$ cat config.mk
export PLATFORM = sky130hd
export DESIGN_NAME = apf_video_encoder
export DESIGN_NICKNAME = d
export VERILOG_FILES = /design/src/rtl/apf_video_encoder.sv
export SDC_FILE = /design/constraint.sdc
export NUM_CORES = 1
export LEC_CHECK = 0
export CORE_UTILIZATION = 62
export DETAILED_ROUTE_END_ITERATION = 12
export DONT_BUFFER_PORTS = 1
export PLACE_DENSITY = 0.89
export SLEW_MARGIN = 20
export SYNTH_ARGS = -nofsm -noshare
export SYNTH_HDL_FRONTEND = slang
export SYNTH_SLANG_ARGS = --single-unit
$ cat constraint.sdc
create_clock -name clk_vid -period 2.24 [get_ports clk_vid]
set_input_delay 0.448 -clock clk_vid [delete_from_list [all_inputs] [get_ports clk_vid]]
set_output_delay 0.448 -clock clk_vid [all_outputs]
set_load 0.02 [all_outputs]
$ cat src/rtl/apf_video_encoder.sv
// apf_video_encoder: last video stage before the Pocket APF video bus.
// Turns level HS/VS into one-cycle pulses, holds HS off for a minimum gap
// after VS, blanks RGB outside DE, inserts the end-of-line scaler-slot word
// and measures the active width/height of each frame.
module apf_video_encoder #(
  parameter int unsigned VS_HS_GAP = 3,
  parameter int unsigned CNT_W     = 12
) (
  input  logic             clk_vid,
  input  logic             reset_n,
  input  logic [23:0]      scnl_rgb,
  input  logic             scnl_hs,
  input  logic             scnl_vs,
  input  logic             scnl_de,
  input  logic [2:0]       scaler_slot,
  output logic [23:0]      vid_rgb,
  output logic             vid_hs,
  output logic             vid_vs,
  output logic             vid_de,
  output logic [CNT_W-1:0] meas_width,
  output logic [CNT_W-1:0] meas_height,
  output logic             meas_valid
);

  localparam int unsigned RGB_W  = 24;
  localparam int unsigned SLOT_W = 3;
  localparam int unsigned GAP_W  = 4;
  localparam logic [CNT_W-1:0] CNT_MAX = {CNT_W{1'b1}};

  typedef enum logic {
    HS_IDLE,
    HS_PENDING
  } hs_state_t;

  logic [RGB_W-1:0]  rgb_d1;
  logic [SLOT_W-1:0] slot_d1;
  logic [SLOT_W-1:0] slot_q;
  logic              hs_d1, hs_d2;
  logic              vs_d1, vs_d2;
  logic              de_d1, de_d2;

  logic [GAP_W-1:0]  gap_cnt;
  hs_state_t         hs_state;

  logic [CNT_W-1:0]  pix_cnt;
  logic [CNT_W-1:0]  line_cnt;
  logic [CNT_W-1:0]  line_w;

  logic              vs_rise_c;
  logic              hs_rise_c;
  logic              de_fall_c;
  logic [CNT_W-1:0]  line_inc_c;

  // Edge detection on the two-stage input pipeline.
  assign vs_rise_c  = vs_d1 & ~vs_d2;
  assign hs_rise_c  = hs_d1 & ~hs_d2;
  assign de_fall_c  = ~de_d1 & de_d2;
  assign line_inc_c = (line_cnt == CNT_MAX) ? line_cnt : line_cnt + CNT_W'(1);

  // Input capture: d1 feeds the datapath, d2 only serves edge detection.
  always_ff @(posedge clk_vid or negedge reset_n) begin
    if (!reset_n) begin
      rgb_d1  <= '0;
      slot_d1 <= '0;
      hs_d1   <= 1'b0;
      hs_d2   <= 1'b0;
      vs_d1   <= 1'b0;
      vs_d2   <= 1'b0;
      de_d1   <= 1'b0;
      de_d2   <= 1'b0;
    end else begin
      rgb_d1  <= scnl_rgb;
      slot_d1 <= scaler_slot;
      hs_d1   <= scnl_hs;
      hs_d2   <= hs_d1;
      vs_d1   <= scnl_vs;
      vs_d2   <= vs_d1;
      de_d1   <= scnl_de;
      de_d2   <= de_d1;
    end
  end

  // Sync pulse generation: VS pulse, VS-to-HS gap counter and HS deferral FSM.
  always_ff @(posedge clk_vid or negedge reset_n) begin
    if (!reset_n) begin
      vid_vs   <= 1'b0;
      vid_hs   <= 1'b0;
      gap_cnt  <= '0;
      hs_state <= HS_IDLE;
    end else begin
      vid_vs <= vs_rise_c;
      vid_hs <= 1'b0;
      if (vs_rise_c) begin
        gap_cnt <= GAP_W'(VS_HS_GAP);
      end else if (gap_cnt != '0) begin
        gap_cnt <= gap_cnt - GAP_W'(1);
      end
      case (hs_state)
        HS_IDLE: begin
          if (hs_rise_c) begin
            if ((gap_cnt == '0) && !vs_rise_c) begin
              vid_hs <= 1'b1;
            end else begin
              hs_state <= HS_PENDING;
            end
          end
        end
        HS_PENDING: begin
          // Fire on the edge where the counter reaches zero; a new VS restarts the wait.
          if (!vs_rise_c && (gap_cnt <= GAP_W'(1))) begin
            vid_hs   <= 1'b1;
            hs_state <= HS_IDLE;
          end
        end
        default: hs_state <= HS_IDLE;
      endcase
    end
  end

  // Pixel output: active RGB, end-of-line slot word, otherwise black.
  always_ff @(posedge clk_vid or negedge reset_n) begin
    if (!reset_n) begin
      vid_rgb <= '0;
      vid_de  <= 1'b0;
      slot_q  <= '0;
    end else begin
      vid_de <= de_d1;
      if (de_d1) begin
        vid_rgb <= rgb_d1;
      end else if (de_fall_c) begin
        vid_rgb <= {(RGB_W - SLOT_W)'(0), slot_q};
      end else begin
        vid_rgb <= '0;
      end
      if (vs_rise_c) begin
        slot_q <= slot_d1;
      end
    end
  end

  // Frame measurement: saturating pixel/line counters latched at each VS.
  always_ff @(posedge clk_vid or negedge reset_n) begin
    if (!reset_n) begin
      pix_cnt     <= '0;
      line_cnt    <= '0;
      line_w      <= '0;
      meas_width  <= '0;
      meas_height <= '0;
      meas_valid  <= 1'b0;
    end else begin
      if (de_d1 && (pix_cnt != CNT_MAX)) begin
        pix_cnt <= pix_cnt + CNT_W'(1);
      end
      if (de_fall_c) begin
        line_w   <= pix_cnt;
        pix_cnt  <= '0;
        line_cnt <= line_inc_c;
      end
      if (vs_rise_c) begin
        // A line ending in the VS cycle still belongs to the closing frame.
        meas_width  <= de_fall_c ? pix_cnt : line_w;
        meas_height <= de_fall_c ? line_inc_c : line_cnt;
        line_cnt    <= '0;
        meas_valid  <= 1'b1;
      end
    end
  end

endmodule
## After elaboration in Yosys (flattened, before gate mapping)

Cells that the tools add are included.

| cells by class | value |
|---|---|
| equality and inequality tests | 2 |
| $lt $le $gt $ge | 1 |
| add/subtract/negate cells | 3 |
| reduce and logical (&&, ||, !) cells | 8 |
| muxes and demuxes | 18 |
| bitwise logic cells | 7 |

Operators by type and width:

| cell | number |
|---|---|
| $mux W12 | 6 |
| $add A12 B1 Y12 const B | 2 |
| $mux W24 | 1 |
| $eq A12 B12 Y1 const B | 1 |
| $ne A12 B12 Y1 const B | 1 |
| $mux W4 | 2 |
| $mux W1 | 6 |
| $le A4 B1 Y1 const B | 1 |
| $logic_not A4 Y1 | 1 |
| $not A1 Y1 | 4 |
| $pmux W1 S2 | 2 |
| $reduce_bool A2 Y1 | 2 |
| $reduce_bool A4 Y1 | 1 |
| $sub A4 B1 Y4 const B | 1 |
| $and A1 B1 Y1 | 3 |
| $logic_and A1 B1 Y1 | 3 |
| $mux W3 | 1 |
| $logic_not A1 Y1 | 1 |

| word-level totals | value |
|---|---|
| register bits | 128 |
| logic and storage cells | 59 |
| output and inout port bits | 52 |
| input bits | 32 |

## Depth between registers and ports, before layout

Gate-level depths: netlist (run 1).

| depth | value |
|---|---|
| word-level depth | 7 |
| depth in mapped cells | 7 |
| mapped depth without buffers | 6 |

## Worst setup path before layout (run 1)

Ideal clock, no wire load.

| path | value |
|---|---|
| kind | register to register |
| start point | register line_cnt[0] |
| end point | register meas_height[1] |
| cell stages (with the launch flop) | 7 |
| period minus slack after synthesis | 1,729 ps |
| required time | 2,110 ps |
| slack | 511 ps |
| path buffers | 1 |
| arrival time | 1,599 ps |
| cell sequence | dfrtp_1 ha_1 nand2_4 o41ai_4 buf_6 mux2i_1 o21ai_1 |

| on the way | value |
|---|---|
| word-level cells in the longest chain between the ends | 3 |
| elaborated cells between the ends (all ways) | 4 |

RTL lines:

| element | RTL line | RTL |
|---|---|---|
| start: declaration | 46 | `logic [CNT_W-1:0] line_cnt;` |
| start signal: assignment | 157 | `line_cnt <= line_inc_c;` |
| $add A12 B1 Y12 or $eq A12 B12 Y1 (tied branches) | 58 | `assign line_inc_c = (line_cnt == CNT_MAX) ? line_cnt : line_cnt + CNT_W'(1);` |
| $mux W12 (*) | 58 |  |
| $mux W12 (*) | 162 | `meas_height <= de_fall_c ? line_inc_c : line_cnt;` |
| end signal: assignment | 162 |  |
| end: declaration | 21 | `output logic [CNT_W-1:0] meas_height,` |

Mark *: on every way between the ends. The rest lies on a longest branch, timed or not.
A chain may end at the register's enable or synchronous reset.

## Worst setup path in the final report (run 1)

| path | value |
|---|---|
| start point | register pix_cnt[0] |
| end point | register pix_cnt[2] |

| on the way | value |
|---|---|
| word-level cells in the longest chain between the ends | 3 |
| elaborated cells between the ends (all ways) | 6 |

RTL lines:

| element | RTL line | RTL |
|---|---|---|
| start: declaration | 45 | `logic [CNT_W-1:0] pix_cnt;` |
| start signal: assignment | 152 | `pix_cnt <= pix_cnt + CNT_W'(1);` |
| $add A12 B1 Y12 or $ne A12 B12 Y1 (tied branches) | 152, 151 |  |
| $mux W12 or $logic_and A1 B1 Y1 (tied branches) | 151 | `if (de_d1 && (pix_cnt != CNT_MAX)) begin` |
| $mux W12 or $reduce_bool A2 Y1 (tied branches) | n/a |  |

Parallel ways exist; a longest one is shown, timed or not. The select of a mux whose other input is x is not followed.

==> metrics.md, run 1 <==
| Metric | Value |
|---|---|
| Status | `finished, violations left` |
| Failing checks | `hold timing` |
| F_max | `495 MHz` |
| Vias | `3029` |
| Dpl ws | `approximately 0.27 ns` |
| Final setup fails | `0` |
| Critical R2R Capture | `pix_cnt[2]` |
| Synth unique cells | `46` |
| Cell Chain, Critical Path | `ha_1, nand4_1, o31ai_2, buf_4, mux2i_1, a21o_1` |
| Num rows | `31` |
| Post-synth EDFFs | `0` |
| Cell count of the worst reg-to-reg path | `6` |
| Global-route wire length before repair | `between 10000 and 15000 um` |
| Io pins | `84` |
| Worst path depth | `6` |
| Mapped Avg Cell Area | `between 10 and 15 sq um` |
| Root Driver | `clkbuf_8` |
| Internal Power | `4.59 mW` |
| Hold-fix buffers at CTS | `30` |
| Sw Ratio | `0.247` |
| Kind of cell adding the most delay to the critical path | `compound AO/OA/AOI/OAI gates` |
| Reg2reg setup slack | `0.22 ns` |
| Rel. slew slack | `0.638` |
| Core box area | `7330 sq um` |
| Flop pwr share | `0.460` |
| Synthesis warning total | `0` |
| DR vias/cell | `5.59` |
| Lkg Pwr | `2.68 nW` |
| WP data arrival | `2.42 ns` |
| Hold Slack | `-0.371 ns` |
| Final nets | `466` |
| Worst Setup EP | `pix_cnt[2]` |
| Post-CTS sizing | `0` |
| Final ANT Viol Nets | `0` |
| Clk Latency, worst-skew pair | `0.51 ns` |
| Mapped Cells | `approximately 390` |
| Setup TNS after final layout | `0 ns` |
| Diode count | `0` |
| Final min period | `2.02 ns` |
| Mapped Area | `4740 sq um` |
| Seq/Total Area, Yosys | `0.676` |
| Final Slew Violations | `0` |
| Async SR Flop Fraction | `1.00` |
| Syn_nets | `425` |
| Finished Layout Cells | `542` |
| Die Ht | `89.4 um` |
| Placement-stage cell area | `4860 sq um` |
| Final setup margin | `0.220 ns` |
| Clock power frac | `0.462` |
| Max_cap viols | `0` |
| GRT Util Overall | `0.260` |
| Setup CP Type | `flip-flop to flip-flop` |
| CP bufs+invs | `1` |
| DRT iter0 DRCs | `193` |
| Post CTS Setup Buffer Count | `0` |
| Critical path's slowest cell | `o31ai_2` |
| Number of synthesized register bits | `128` |
| Clock transition at path regs | `0.06 ns` |
| Vias in the first global route | `between 3000 and 4000` |
| Combinational fraction of design power | `0.079` |
| CTS buffer count | `17` |
| Final worst-path cycle share | `0.902` |
| Tightest Hold Check Type | `primary input to asynchronous set/reset pin` |
| Clock tree buffer depth | `2` |
| Worst Tran Pin Value | `0.540 ns` |
| Starting Density | `0.647` |
| Die area | `8000 sq um` |
| Number of remaining DRC errors | `0` |
| Synth-to-Final Area Change | `22.0%` |
| Critical-path maximum fanout | `13` |
| H-Tree Depth | `4` |
| Pwr Density | `1060 nW/um^2` |
| Initial antenna violation count | `0` |
| Crit. Startpoint | `pix_cnt[0]` |
| Setup crit end kind | `flip-flop` |
| Main synth FF type | `dfrtp_1` |
| Gpl congestion | `0.883` |
| WL final | `9310 um` |
| Post-DP HPWL | `5310 um` |
| Final Hold Fails | `roughly 130` |
| Crit start category | `flip-flop` |
| CP required | `around 2.6 ns` |
| DIE WIDTH | `89.4 um` |
| Grt total ovfl | `0` |
| Post-route cell area | `5780 sq um` |
| CTS Sinks | `128` |
| Clock skew | `0.00573 ns` |
| Count of input and output buffers | `0` |
| Dpl cells | `480` |
| Share of layout cells above drive strength 1 | `0.156` |
| Drt pass-1 iters | `5` |
| Critical Path Max Stage Delay | `0.55 ns` |
| Psw | `1.51 mW` |
| Wirelength per Cell | `~17 um` |
| Pin count of the biggest net entering global routing | `129` |
| RSZ-0062 raised after global routing | `no` |
| CTS tree | `yes` |
| Worst IR drop on VDD | `775 uV` |
| Reg-to-Reg Start | `pix_cnt[0]` |
| Fillers | `426` |
[registers in the layout, summed over array words and instances, names as in the netlist]
register and cells:
meas_height 12, meas_width 12, slot_q 3, rgb_d1 24
vid_hs 1, line_w 12, vid_vs 1, gap_cnt 4
vid_de 1, hs_d1 1, hs_state 1, vs_d1 1
slot_d1 3, vid_rgb 24, line_cnt 12, meas_valid 1
hs_d2 1, pix_cnt 12, de_d1 1, vs_d2 1
[cells in the mapped netlist, types with 2 or more instances]
master    number  area, sq um
a21o_1         3         22.5
a21oi_1       14         70.1
a22o_1         3         26.3
a31oi_1       10         62.6
and2_1        21          131
and3_1         2         12.5
and4_1         2         17.5
buf_1          2         7.51
buf_2          3         15.0
clkbuf_1      10         37.5
dfrtp_1      128         3200
ha_1           4         50.1
inv_1          9         33.8
mux2_2        13          146
mux2i_1        3         30.0
nand2_1       63          236
nand2b_1       5         31.3
nand3_1       11         55.1
nand4_1        3         18.8
nor2_1        17         63.8
nor3_1         3         15.0
nor4_1         5         31.3
o211ai_1       3         22.5
o21ai_0        8         40.0
o21ai_1        6         30.0
o21ai_2        2         17.5
o31ai_1        7         52.6
or2_2          2         12.5
or3_1          5         31.3
or3_2          4         30.0
or4_1          2         15.0
xnor2_1        2         17.5
[per-stage QoR]
step | util | power (mW)
finish | 0.789 | 6.10
global placement | 0.663 | 3.21
CTS | 0.789 | 6.15
global route | 0.789 | 6.34
floorplan | - | 3.13
detailed placement | 0.663 | 3.26
[cells by family (layout without fill, tap and decap cells)]
kind of cell,count (synthesis),in the layout,synth area share
adder cells (fa/ha/maj),4,4,0.0106
flip-flops,128,128,0.676
AO/OA/AOI/OAI,60,60,0.0842
buffers and inverters,26,80,0.0251
AND/OR/NAND/NOR,152,152,0.162
XOR/XNOR,3,3,0.00554
multiplexers,16,16,0.0372
[routing by layer]
| metal | vias up | part of all wire | GRT usage |
|---|---|---|---|
| li1 | 1413 | - | - |
| met1 | 1519 | 0.42 | 0.323 |
| met2 | 84 | 0.52 | 0.425 |
| met3 | 13 | 0.041 | 0.0693 |
| met4 | 0 | 0.020 | 0.131 |
| met5 | - | 0 | 0 |
[final cells by class]
type	count	area, sq um	area share
flip-flops and latches	128	3200	0.554
multi-input cells	235	1420	0.246
clock buffers	18	428	0.0740
repair buffers	39	380	0.0658
clock inverters	14	189	0.0327
well taps	99	124	0.0214
inverters	9	33.8	0.00584
[power groups by stage]
stage | clock (mW) | combinational [mW] | sequential, mW
after floorplan | 0 | 0.335 | 2.80
after global placement | 0 | 0.384 | 2.82
after detailed placement | 0 | 0.416 | 2.84
after CTS | 2.86 | 0.487 | 2.81
after global routing | 2.96 | 0.546 | 2.84
final | 2.82 | 0.480 | 2.81
[worst min-delay path by stage]
| stage | start | endpoint | slack, ns |
|---|---|---|---|
| 6_report | reset_n | hs_d2 | -0.37 |
| 5_1_grt | reset_n | rgb_d1[0] | -0.39 |
| 4_1_cts | reset_n | hs_d2 | -0.39 |
| 3_5_place_dp | reset_n | hs_d1 | 0.15 |
| 3_3_place_gp | reset_n | hs_d2 | 0.16 |
| 2_1_floorplan | reset_n | de_d1 | 0.15 |
[worst reg2reg max path, cell delays in order (launching register included)]
cell and delay, ns:
dfrtp_1 0.39, ha_1 0.25, nand4_1 0.15, o31ai_2 0.55, buf_4 0.29, mux2i_1 0.09
a21o_1 0.19
[cells in the final DEF, fill, tap and decap left out, types with 2 or more instances in the layout]
master         instances
a21o_1                 3
a21oi_1               14
a22o_1                 3
a31oi_1               10
and2_1                21
and3_1                 2
and4_1                 2
buf_4                  8
bufinv_16              4
clkbuf_16             16
clkbuf_8               2
clkinv_2               3
clkinvlp_4             6
dfrtp_1              128
dlygate4sd3_1         30
ha_1                   4
inv_1                  9
mux2_2                13
mux2i_1                3
nand2_1               63
nand2b_1               5
nand3_1               11
nand4_1                3
nor2_1                17
nor3_1                 3
nor4_1                 5
o211ai_1               3
o21ai_0                8
o21ai_1                6
o21ai_2                2
o31ai_1                6
or2_2                  2
or3_1                  5
or3_2                  4
or4_1                  2
xnor2_1                2
No activity file was read; power rests on OpenSTA's default activity.
==> run 2, diff against run 1 <==
--- a/config.mk
+++ b/config.mk
@@ -8,7 +8,7 @@
 export CORE_UTILIZATION = 62
 export DETAILED_ROUTE_END_ITERATION = 12
 export DONT_BUFFER_PORTS = 1
-export PLACE_DENSITY = 0.89
+export PLACE_DENSITY_LB_ADDON = 0.05
 export SLEW_MARGIN = 20
 export SYNTH_ARGS = -nofsm -noshare
 export SYNTH_HDL_FRONTEND = slang
==> metrics.md, run 2 (synthesis gave the netlist of run 1 again) <==
| Metric | Value |
|---|---|
| WP data arrival | `between 2 and 2.5 ns` |
| Total power | `about 6 mW` |
| WL final | `9020 um` |
| CP required | `2.62 ns` |
| Final setup margin | `around 0.26 ns` |
| Die area | `8000 sq um` |
| CTS Sinks | `approximately 130` |
| Fillers | `426` |
| Status | `finished, violations left` |
| Gpl congestion | `0.816` |
| Final min period | `1.98 ns` |
| Initial antenna violation count | `0` |
| Final ANT Viol Nets | `0` |
| Worst IR drop on VDD | `approximately 790 uV` |
| Pwr Density | `1030 nW/um^2` |
| Final setup fails | `0` |
| Final Hold Fails | `128` |
| Hold Slack | `-0.367 ns` |
| Max_cap viols | `0` |
| Setup TNS after final layout | `0 ns` |
| Biggest regs | `rgb_d1 (24), vid_rgb (24)` |
| DRT iter0 DRCs | `between 100 and 150` |
| Share of layout cells above drive strength 1 | `0.160` |
| Post-DP HPWL | `4890 um` |
| Global-route wire length before repair | `around 14000 um` |
| Vias in the first global route | `3022` |
| Clock tree buffer depth | `2` |
| Tightest Hold Check Type | `primary input to asynchronous set/reset pin` |
| Diode count | `0` |
| Crit start category | `flip-flop` |
| Met2 Routed Length | `about 4600 um` |
| Root Driver | `clkbuf_8` |
| Final nets | `468` |
| GRT Util Overall | `0.248` |
| Post-route cell area | `between 5000 and 6000 sq um` |
| Failing checks | `hold timing` |
| Lkg Pwr | `2.67 nW` |
| DR vias/cell | `5.57` |
| Die Ht | `89.4 um` |
| Synth-to-Final Area Change | `21.1%` |
| Grt total ovfl | `0` |
| Highest routed layer | `met4` |
| Worst Tran Pin Value | `0.628 ns` |
| Vias | `approximately 3000` |
| DIE WIDTH | `89.4 um` |
| Final worst-path cycle share | `0.882` |
| Met1 Wirelength | `3890 um` |
| CTS buffer count | `17` |
| Dpl ws | `0.262 ns` |
| Reg-to-Reg Start | `pix_cnt[0]` |
| Setup crit end kind | `flip-flop` |
| Placement-stage cell area | `4870 sq um` |
| Wirelength per Cell | `16.6 um` |
| F_max | `just over 500 MHz` |
| Routed wl met3 | `between 400 and 500 um` |
| Io pins | `84` |
| Drt pass-1 iters | `4` |
| Final Slew Violations | `0` |
| Most frequent cells in the layout | `dfrtp_1, nand2_1, dlygate4sd3_1` |
| Starting Density | `0.647` |
| Critical-path maximum fanout | `10` |
| Clock transition at path regs | `0.06 ns` |
| Leading cell type in the layout, fill and taps excluded | `dfrtp_1` |
| Hold-fix buffers at CTS | `30` |
| Clk Latency, worst-skew pair | `0.50 ns` |
| Clock skew | `0.00809 ns` |
| Pin count of the biggest net entering global routing | `around 130` |
| RSZ-0062 raised after global routing | `no` |
| Number of remaining DRC errors | `0` |
| Core box area | `7330 sq um` |
| CTS tree | `yes` |
| H-Tree Depth | `4` |
| Count of input and output buffers | `0` |
| Num rows | `31` |
| Post-CTS sizing | `0` |
| Rel. slew slack | `0.579` |
| Crit. Startpoint | `pix_cnt[0]` |
| Setup CP Type | `flip-flop to flip-flop` |
[run 2: report_power, final]
part | leakage [nW] | internal (mW) | total, mW | switching, mW
Sequential | 1.63 | 2.53 | 2.81 | 0.274
Combinational | 0.770 | 0.229 | 0.491 | 0.262
Clock | 0.268 | 1.59 | 2.63 | 1.03
Total | 2.67 | 4.36 | 5.93 | 1.57
[run 2: cell type report]
cell class / instances / area (sq um) / share of cell area
clock buffers: 17 / 414 / 0.0721
clock inverters: 15 / 160 / 0.0279
inverters: 9 / 33.8 / 0.00588
multi-input cells: 235 / 1420 / 0.248
flip-flops and latches: 128 / 3200 / 0.558
well taps: 99 / 124 / 0.0216
repair buffers: 41 / 383 / 0.0667
[run 2: timing repair]
action	in CTS	in global routing
endpoints found under the setup margin	0	0
endpoints found under the hold margin	158	128
buffers inserted	0	0
[run 2: path summary, 6_finish.rpt]
| check | end | slack (ns) | cells past startpoint |
|---|---|---|---|
| min in group clk_vid | vs_d2 | 0.38 | 0 |
| min | vid_rgb[21] | -0.37 | 0 |
| max in group asynchronous | meas_height[11] | 2.45 | 0 |
| max | pix_cnt[3] | 0.26 | 6 |
| min reg2reg | vs_d2 | 0.38 | 0 |
| max reg2reg | pix_cnt[3] | 0.26 | 6 |
[run 2: routing by layer]
layer,GRT usage,vias to the layer above
li1,-,1427
met1,0.308,1500
met2,0.403,91
met3,0.0840,13
met4,0.0981,0
met5,0,-
[run 2: worst max-delay path, cell delays in order, from the launching register on]
cell      delay, ns
dfrtp_1        0.40
ha_1           0.23
nand4_1        0.15
o31ai_2        0.62
buf_4          0.27
or3_1          0.11
o211ai_1       0.07
[run 2: per-stage QoR]
step | std cells | util | hold WS, ns
finish | 544 | 0.783 | -0.367
global placement | 482 | 0.664 | 0.155
CTS | 544 | 0.783 | -0.388
detailed placement | 482 | 0.664 | 0.155
global route | 544 | 0.783 | -0.398
floorplan | 389 | - | 0.152
